## config.mk

```make
export PLATFORM = sky130hd
export DESIGN_NAME = reg_bank_loader
export DESIGN_NICKNAME = d
export VERILOG_FILES = /design/src/rtl/reg_bank_loader.sv
export SDC_FILE = /design/constraint.sdc
export NUM_CORES = 1
export LEC_CHECK = 0
export ABC_AREA = 1
export BUFFER_PORTS_ARGS = -buffer_cell sky130_fd_sc_hd__buf_2
export CELL_PAD_IN_SITES_DETAIL_PLACEMENT = 1
export CELL_PAD_IN_SITES_GLOBAL_PLACEMENT = 1
export CORE_MARGIN = 2
export CORE_UTILIZATION = 39
export CTS_CLUSTER_SIZE = 25
export DETAILED_ROUTE_END_ITERATION = 10
export PLACE_DENSITY = 0.83
export SYNTH_ARGS = -nofsm -noshare
export SYNTH_HDL_FRONTEND = slang
export SYNTH_SLANG_ARGS = --single-unit
```

## constraint.sdc

```tcl
create_clock -name clk -period 2.1 [get_ports clk]
set_input_delay 0.105 -clock clk [delete_from_list [all_inputs] [get_ports clk]]
set_output_delay 0.105 -clock clk [all_outputs]
set_load 0.01 [all_outputs]
```

## src/rtl/reg_bank_loader.sv

```systemverilog
// -----------------------------------------------------------------------------
// reg_bank_loader
//
// Write side of a 16 x 16-bit register bank. The register contents drive
// outR0..outR15 continuously and feed the bus read multiplexer.
//
// A load is accepted with a valid/ready handshake, one register per cycle.
// A 16-cycle clear sequence zeroes one register per cycle for bank
// initialisation.
//
// Ports
//   clk            rising-edge clock
//   rst_n          asynchronous active-low reset
//   inBus          write data
//   dstSel         destination register index (full 4-bit decode)
//   ldValid        load request; source holds inBus/dstSel until accepted
//   ldReady        block can accept a load this cycle (IDLE and out of reset)
//   clrReq         start clear sequence (only looked at in IDLE)
//   clrBusy        clear sequence in progress
//   wrDone         one-cycle pulse: a load was committed at the previous edge
//   wrIdx          index of the committed load (valid with wrDone)
//   outR0..outR15  current register contents
// -----------------------------------------------------------------------------
module reg_bank_loader #(
    parameter int WIDTH = 16,
    parameter int NREGS = 16
) (
    input  logic             clk,
    input  logic             rst_n,
    input  logic [WIDTH-1:0] inBus,
    input  logic [3:0]       dstSel,
    input  logic             ldValid,
    output logic             ldReady,
    input  logic             clrReq,
    output logic             clrBusy,
    output logic             wrDone,
    output logic [3:0]       wrIdx,
    output logic [WIDTH-1:0] outR0,
    output logic [WIDTH-1:0] outR1,
    output logic [WIDTH-1:0] outR2,
    output logic [WIDTH-1:0] outR3,
    output logic [WIDTH-1:0] outR4,
    output logic [WIDTH-1:0] outR5,
    output logic [WIDTH-1:0] outR6,
    output logic [WIDTH-1:0] outR7,
    output logic [WIDTH-1:0] outR8,
    output logic [WIDTH-1:0] outR9,
    output logic [WIDTH-1:0] outR10,
    output logic [WIDTH-1:0] outR11,
    output logic [WIDTH-1:0] outR12,
    output logic [WIDTH-1:0] outR13,
    output logic [WIDTH-1:0] outR14,
    output logic [WIDTH-1:0] outR15
);

    localparam logic [0:0] ST_IDLE  = 1'b0;
    localparam logic [0:0] ST_CLEAR = 1'b1;

    logic [0:0]       r_state;
    logic [3:0]       r_clr_cnt;
    logic             r_wr_done;
    logic [3:0]       r_wr_idx;
    logic             w_accept;
    logic             w_clearing;
    logic [WIDTH-1:0] w_regs [NREGS];

    // ldReady drops combinationally with rst_n so nothing is offered while
    // the bank is held in reset.
    assign ldReady    = (r_state == ST_IDLE) && rst_n;
    assign w_clearing = (r_state == ST_CLEAR);
    assign clrBusy    = w_clearing;
    assign w_accept   = ldValid && ldReady;

    // Sequencer: IDLE -> CLEAR on clrReq, CLEAR walks clrCnt 0..15 and
    // returns to IDLE on the edge that clears index 15. The 4-bit counter
    // wraps to 0 on that same edge, so it is ready for the next sequence.
    always_ff @(posedge clk or negedge rst_n) begin
        if (!rst_n) begin
            r_state   <= ST_IDLE;
            r_clr_cnt <= 4'd0;
        end else begin
            case (r_state)
                ST_IDLE: begin
                    if (clrReq) begin
                        r_state   <= ST_CLEAR;
                        r_clr_cnt <= 4'd0;
                    end
                end
                ST_CLEAR: begin
                    r_clr_cnt <= r_clr_cnt + 4'd1;
                    if (r_clr_cnt == 4'd15) begin
                        r_state <= ST_IDLE;
                    end
                end
                default: begin
                    r_state <= ST_IDLE;
                end
            endcase
        end
    end

    // Commit report: pulses for every accepted load, so back-to-back loads
    // keep wrDone high on consecutive cycles.
    always_ff @(posedge clk or negedge rst_n) begin
        if (!rst_n) begin
            r_wr_done <= 1'b0;
            r_wr_idx  <= 4'd0;
        end else if (w_accept) begin
            r_wr_done <= 1'b1;
            r_wr_idx  <= dstSel;
        end else begin
            r_wr_done <= 1'b0;
        end
    end

    assign wrDone = r_wr_done;
    assign wrIdx  = r_wr_idx;

    // One register per slot. A load and a clear never hit the same edge
    // (loads are only accepted in IDLE, clears only happen in CLEAR), so the
    // priority between them is immaterial.
    generate
        for (genvar gi = 0; gi < NREGS; gi++) begin : g_reg
            logic [WIDTH-1:0] r_val;
            logic             w_clr_hit;
            logic             w_ld_hit;

            assign w_clr_hit = w_clearing && (r_clr_cnt == 4'(gi));
            assign w_ld_hit  = w_accept && (dstSel == 4'(gi));

            always_ff @(posedge clk or negedge rst_n) begin
                if (!rst_n) begin
                    r_val <= '0;
                end else if (w_clr_hit) begin
                    r_val <= '0;
                end else if (w_ld_hit) begin
                    r_val <= inBus;
                end
            end

            assign w_regs[gi] = r_val;
        end
    endgenerate

    assign outR0  = w_regs[0];
    assign outR1  = w_regs[1];
    assign outR2  = w_regs[2];
    assign outR3  = w_regs[3];
    assign outR4  = w_regs[4];
    assign outR5  = w_regs[5];
    assign outR6  = w_regs[6];
    assign outR7  = w_regs[7];
    assign outR8  = w_regs[8];
    assign outR9  = w_regs[9];
    assign outR10 = w_regs[10];
    assign outR11 = w_regs[11];
    assign outR12 = w_regs[12];
    assign outR13 = w_regs[13];
    assign outR14 = w_regs[14];
    assign outR15 = w_regs[15];

endmodule
```

---- After elaboration in Yosys (flattened, before gate mapping) ----
Cells that the tools add are included.
operators by class
  $add $sub $neg .......................... 1
  multiply operators ...................... 0
  divide/modulo/power cells ............... 0
  $lt $le $gt $ge ......................... 0
  equal/unequal tests ..................... 31
  shift-type cells ........................ 0
  muxes and demuxes ....................... 38
  bitwise logic cells ..................... 1
  reductions and logical operators ........ 52
operators by type and width
  cell                                                                    count
  16-bit 2-to-1 mux                                                       32
  4-bit equality test (second input constant)                             16
  1-bit logical AND                                                       34
  4-bit by 3-bit equality test with 1-bit output (second input constant)  8
  2-bit nonzero test                                                      16
  4-bit by 2-bit equality test with 1-bit output (second input constant)  4
  4-bit by 1-bit equality test with 1-bit output (second input constant)  2
  4-bit zero test                                                         2
  4-bit case mux with 2 select lines                                      1
  4-bit by 1-bit adder with 4-bit output (second input constant)          1
  4-bit 2-to-1 mux                                                        1
  1-bit 2-to-1 mux                                                        3
  2-bit != test (second input constant)                                   1
  1-bit case mux with 2 select lines                                      1
  1-bit inverter                                                          1
word-level totals
  register bits after elaboration ......... 266
  bits in latches ......................... 0
  RAM bits ................................ 0
  memory bits (read-only) ................. 0
  bits of input ports ..................... 24
  output and inout port bits .............. 263
  word-level logic and storage cells ...... 143
  memories ................................ 0

---- Longest topological paths before layout ----
  word-level depth ........................ 6
  depth in mapped cells ................... 9
  mapped depth without buffers ............ 7

---- Worst setup path after synthesis ----
OpenSTA, ideal clock, no wires.
  path type ............................... register to register
  start point ............................. register r_state, in the netlist clrBusy
  end point ............................... register g_reg[0].r_val[10], in the netlist outR0[10]
  setup time .............................. 0.118 ns
  arrival time ............................ 1.371 ns
  setup slack ............................. 0.611 ns
  cell stages (with the launch flop) ...... 10
  path through ............................ dfrtp_1 -> buf_6 -> inv_4 -> nand3_4 -> inv_6 -> buf_12 -> nand2_2 -> buf_4 -> nand3_1 -> nand2_1
between the ends
  cells in the longest elaborated chain, start to end .. 5
RTL lines
  element                              RTL line  text
  start, declared                      59        logic [0:0] r_state;
  start signal, assigned               79        r_state <= ST_IDLE;
  start signal, assigned               85        r_state <= ST_CLEAR;
  start signal, assigned               92        r_state <= ST_IDLE;
  1-bit inverter                       69        assign ldReady = (r_state == ST_IDLE) && rst_n;
  1-bit logical AND                    69
  1-bit logical AND                    72        assign w_accept = ldValid && ldReady;
  1-bit logical AND                    129       assign w_ld_hit = w_accept && (dstSel == 4'(gi));
  2-bit nonzero test (no source line)  -
  end signal, assigned                 137       r_val <= inBus;
  end, declared                        124       logic [WIDTH-1:0] r_val;
Several ways; a longest one is shown, not always the timed one.
A chain may end at the register's enable or synchronous reset.

---- Worst setup path in the final report ----
  start point ............................. register r_state, in the netlist clrBusy
  end point ............................... register g_reg[15].r_val[8], in the netlist outR15[8]
between the ends
  cells in the longest elaborated chain, start to end .. 5
RTL lines
  element                              RTL line
  1-bit inverter                       69
  1-bit logical AND                    69
  1-bit logical AND                    72
  1-bit logical AND                    129
  2-bit nonzero test (no source line)  -
  end signal, assigned                 137
  end, declared                        124
Several ways; a longest one is shown, not always the timed one.

==> results.cfg <==
[route]
drt_iter0_drc = 873
drc = 0
vias_per_cell = 5.412
drt_wl_total_um = 41640
vias = 10260
drtPass1Iterations = 5
drtAntennaViolNets = 0
routedWlPerCell_um = 21.96

[global_route]
antenna_found_initial = 0
grtUsageMet2 = 0.4572
grt_util_met3 = 0.07234
grt_max_degree = 144
grt_pass1_wl_um = 64000
overflow = 0
grt_util_all_layers = 0.2739
grtUsageMet1 = 0.3441
grt_pass1_vias = 10760
busiest_layer = met2

[floorplan]
core_area_um2 = 27930
die-area_um2 = 29880
io_pins = 287
start_util = 0.3981
core.rowCount = 61
die_y_um = 172.9
die_x_um = 172.9

[placed_design]
dp_hpwl_um = 26910
gp_congestion = 0.8184
portBuffers = 286

[final_layout]
fin_util = 0.4963
syn_to_final_growth_pct = 24.65
nets = 1524
layout_common_cells = nand2_1, nand3_1, buf_2
n_antenna_cell = 0
final_common_cell = nand2_1
drive_above_1_share = 0.2530

[power]
intPower_uw = 9780
p_clk_frac = 0.392
p_sw_uw = 4288
powerDensity_nw_per_um2 = 1015
peakVddDrop_uv = 693.8
p_seq_frac = 0.427
switching_share = 0.3048
p_leak_uw = 0.008442
combPwrFrac = 0.182

[run_status]
status = finished clean

[logic_synthesis]
ys_ff_latch = 266
ys_seq_area_frac = 0.5985
avgSynthCellArea_um2 = 8.905
synth_cells = 1249
synth_nets = 1277
yosysWarningCount = 0
synth_area_um2 = 11120
synth_cell_types = 21

[timing]
drv_slew = 0
rsz0062_at_grt = false
fin_crit_sh = 0.9318
slew_headroom = 0.4429
skew_ns = 0.01307
finalSetupViolCount = 0
timing.setup.tns_ns = 0
hold_violations = 0
finalCriticalPeriod_ns = 1.957
clock.fmax_mhz = 511.0
tightest_slew_ns = 0.8357

[worst_hold_path]
worstHoldStart = inBus[3]
hold_path_class = in -> reg

[worst_setup_path]
cp-start-kind = flip-flop
end_kind = flip-flop
critPathArrivalTime_ns = 2.42
worstReg2RegStart = clrBusy
cp.required_ns = 2.57
cp_max_fo = 26
critical_path_class = reg -> reg
startpoint = clrBusy

[clock_network]
clk_path_buf_depth = 3
cts-htree-levels = 1
root_buffer = clkbuf_16
cts_made_buffers = 29
clkLatencyLatePin_ns = 0.54
cts_tree = done
cts_setup_buffers = 0
clkTransAtPathRegs_ns = 0.06
cts_sinks = 266

[run]
cap_viol_max_count = 0
-- through the flow --
step	area, um2	cells	total power [uW]	worst slack [ns]	hold WS [ns]
2_1_floorplan	11120	1249	7359	0.6111	-0.1906
3_3_place_gp	12730	1833	8465	0.2350	0.3037
3_5_place_dp	12730	1833	8563	0.1658	0.3085
4_1_cts	13860	1896	14150	0.1094	0.05149
5_1_grt	13860	1896	14630	0.03343	0.07308
6_report	13860	1896	14070	0.1432	0.06749
-- cell usage after synthesis --
cell type / count / share of area
nand3_1: 389 / 0.18
a21oi_1: 1 / 0.00045
dfrtp_1: 266 / 0.60
buf_4: 19 / 0.013
nor2_1: 14 / 0.0047
clkbuf_1: 51 / 0.017
nand2_2: 10 / 0.0056
ha_1: 4 / 0.0045
buf_2: 17 / 0.0076
buf_1: 5 / 0.0017
nand2_1: 422 / 0.14
inv_2: 7 / 0.0024
buf_6: 3 / 0.0030
inv_6: 1 / 0.00079
nor2_2: 8 / 0.0045
o21ai_0: 8 / 0.0036
nand3_4: 1 / 0.0016
inv_4: 1 / 0.00056
nand2_4: 6 / 0.0061
buf_12: 1 / 0.0018
inv_1: 15 / 0.0051
-- worst max-delay path, stage by stage (launching register included) --
cell and delay, ns:
dfrtp_1 0.50, inv_4 0.13, nand3_4 0.14, inv_6 0.26, nand2_2 0.29, inv_2 0.32
nand2_1 0.13, nand2_1 0.11
-- timing repair --
item                                    4_1_cts  5_1_grt
hold buffers                                 10        0
endpoints found under the hold margin       275        0
gates resized for setup                       0        1
endpoints found under the setup margin        0        2
-- worst paths after layout --
path,end,slack [ns],depth (start not counted)
max in group asynchronous,outR8[4],1.15,3
worst min register to register,outR10[7],0.49,2
worst max register to register,outR15[8],0.14,7
worst max-delay path,outR15[8],0.14,7
min in group asynchronous,r_clr_cnt[0],0.25,3
worst min-delay path,outR11[3],0.07,3
-- metal layers --
layer,vias to the layer above,part of all wire
li1,4574,-
met1,5186,0.41
met2,398,0.48
met3,104,0.076
met4,0,0.038
met5,-,0
-- kinds of logic (layout without fill, tap and decap cells) --
kind of cell / Yosys count / in the layout / share of synthesized area
buffers and inverters: 120 / 389 / 0.05299
adder cells (fa/ha/maj): 4 / 4 / 0.004500
AO/OA/AOI/OAI: 9 / 9 / 0.004050
AND/OR/NAND/NOR: 850 / 850 / 0.3400
flip-flops: 266 / 266 / 0.5985
-- power groups by stage --
stage               logic, uW  registers, uW  clock network, uW
finish                   2560           6000               5510
global route             2800           6060               5780
CTS                      2560           5990               5600
detailed placement       2490           6080                  0
global placement         2410           6050                  0
floorplan                1130           6230                  0
-- layout make-up --
type | instances | area (um2)
inverter | 24 | 98.84
tap | 378 | 473.0
fill | 3368 | 14070
clock buffer | 42 | 854.6
multi-input combinational | 863 | 3876
timing repair buffer | 312 | 1724
sequential | 266 | 6656
clock inverter | 11 | 180.2
Power figures use the tool's default switching activity.
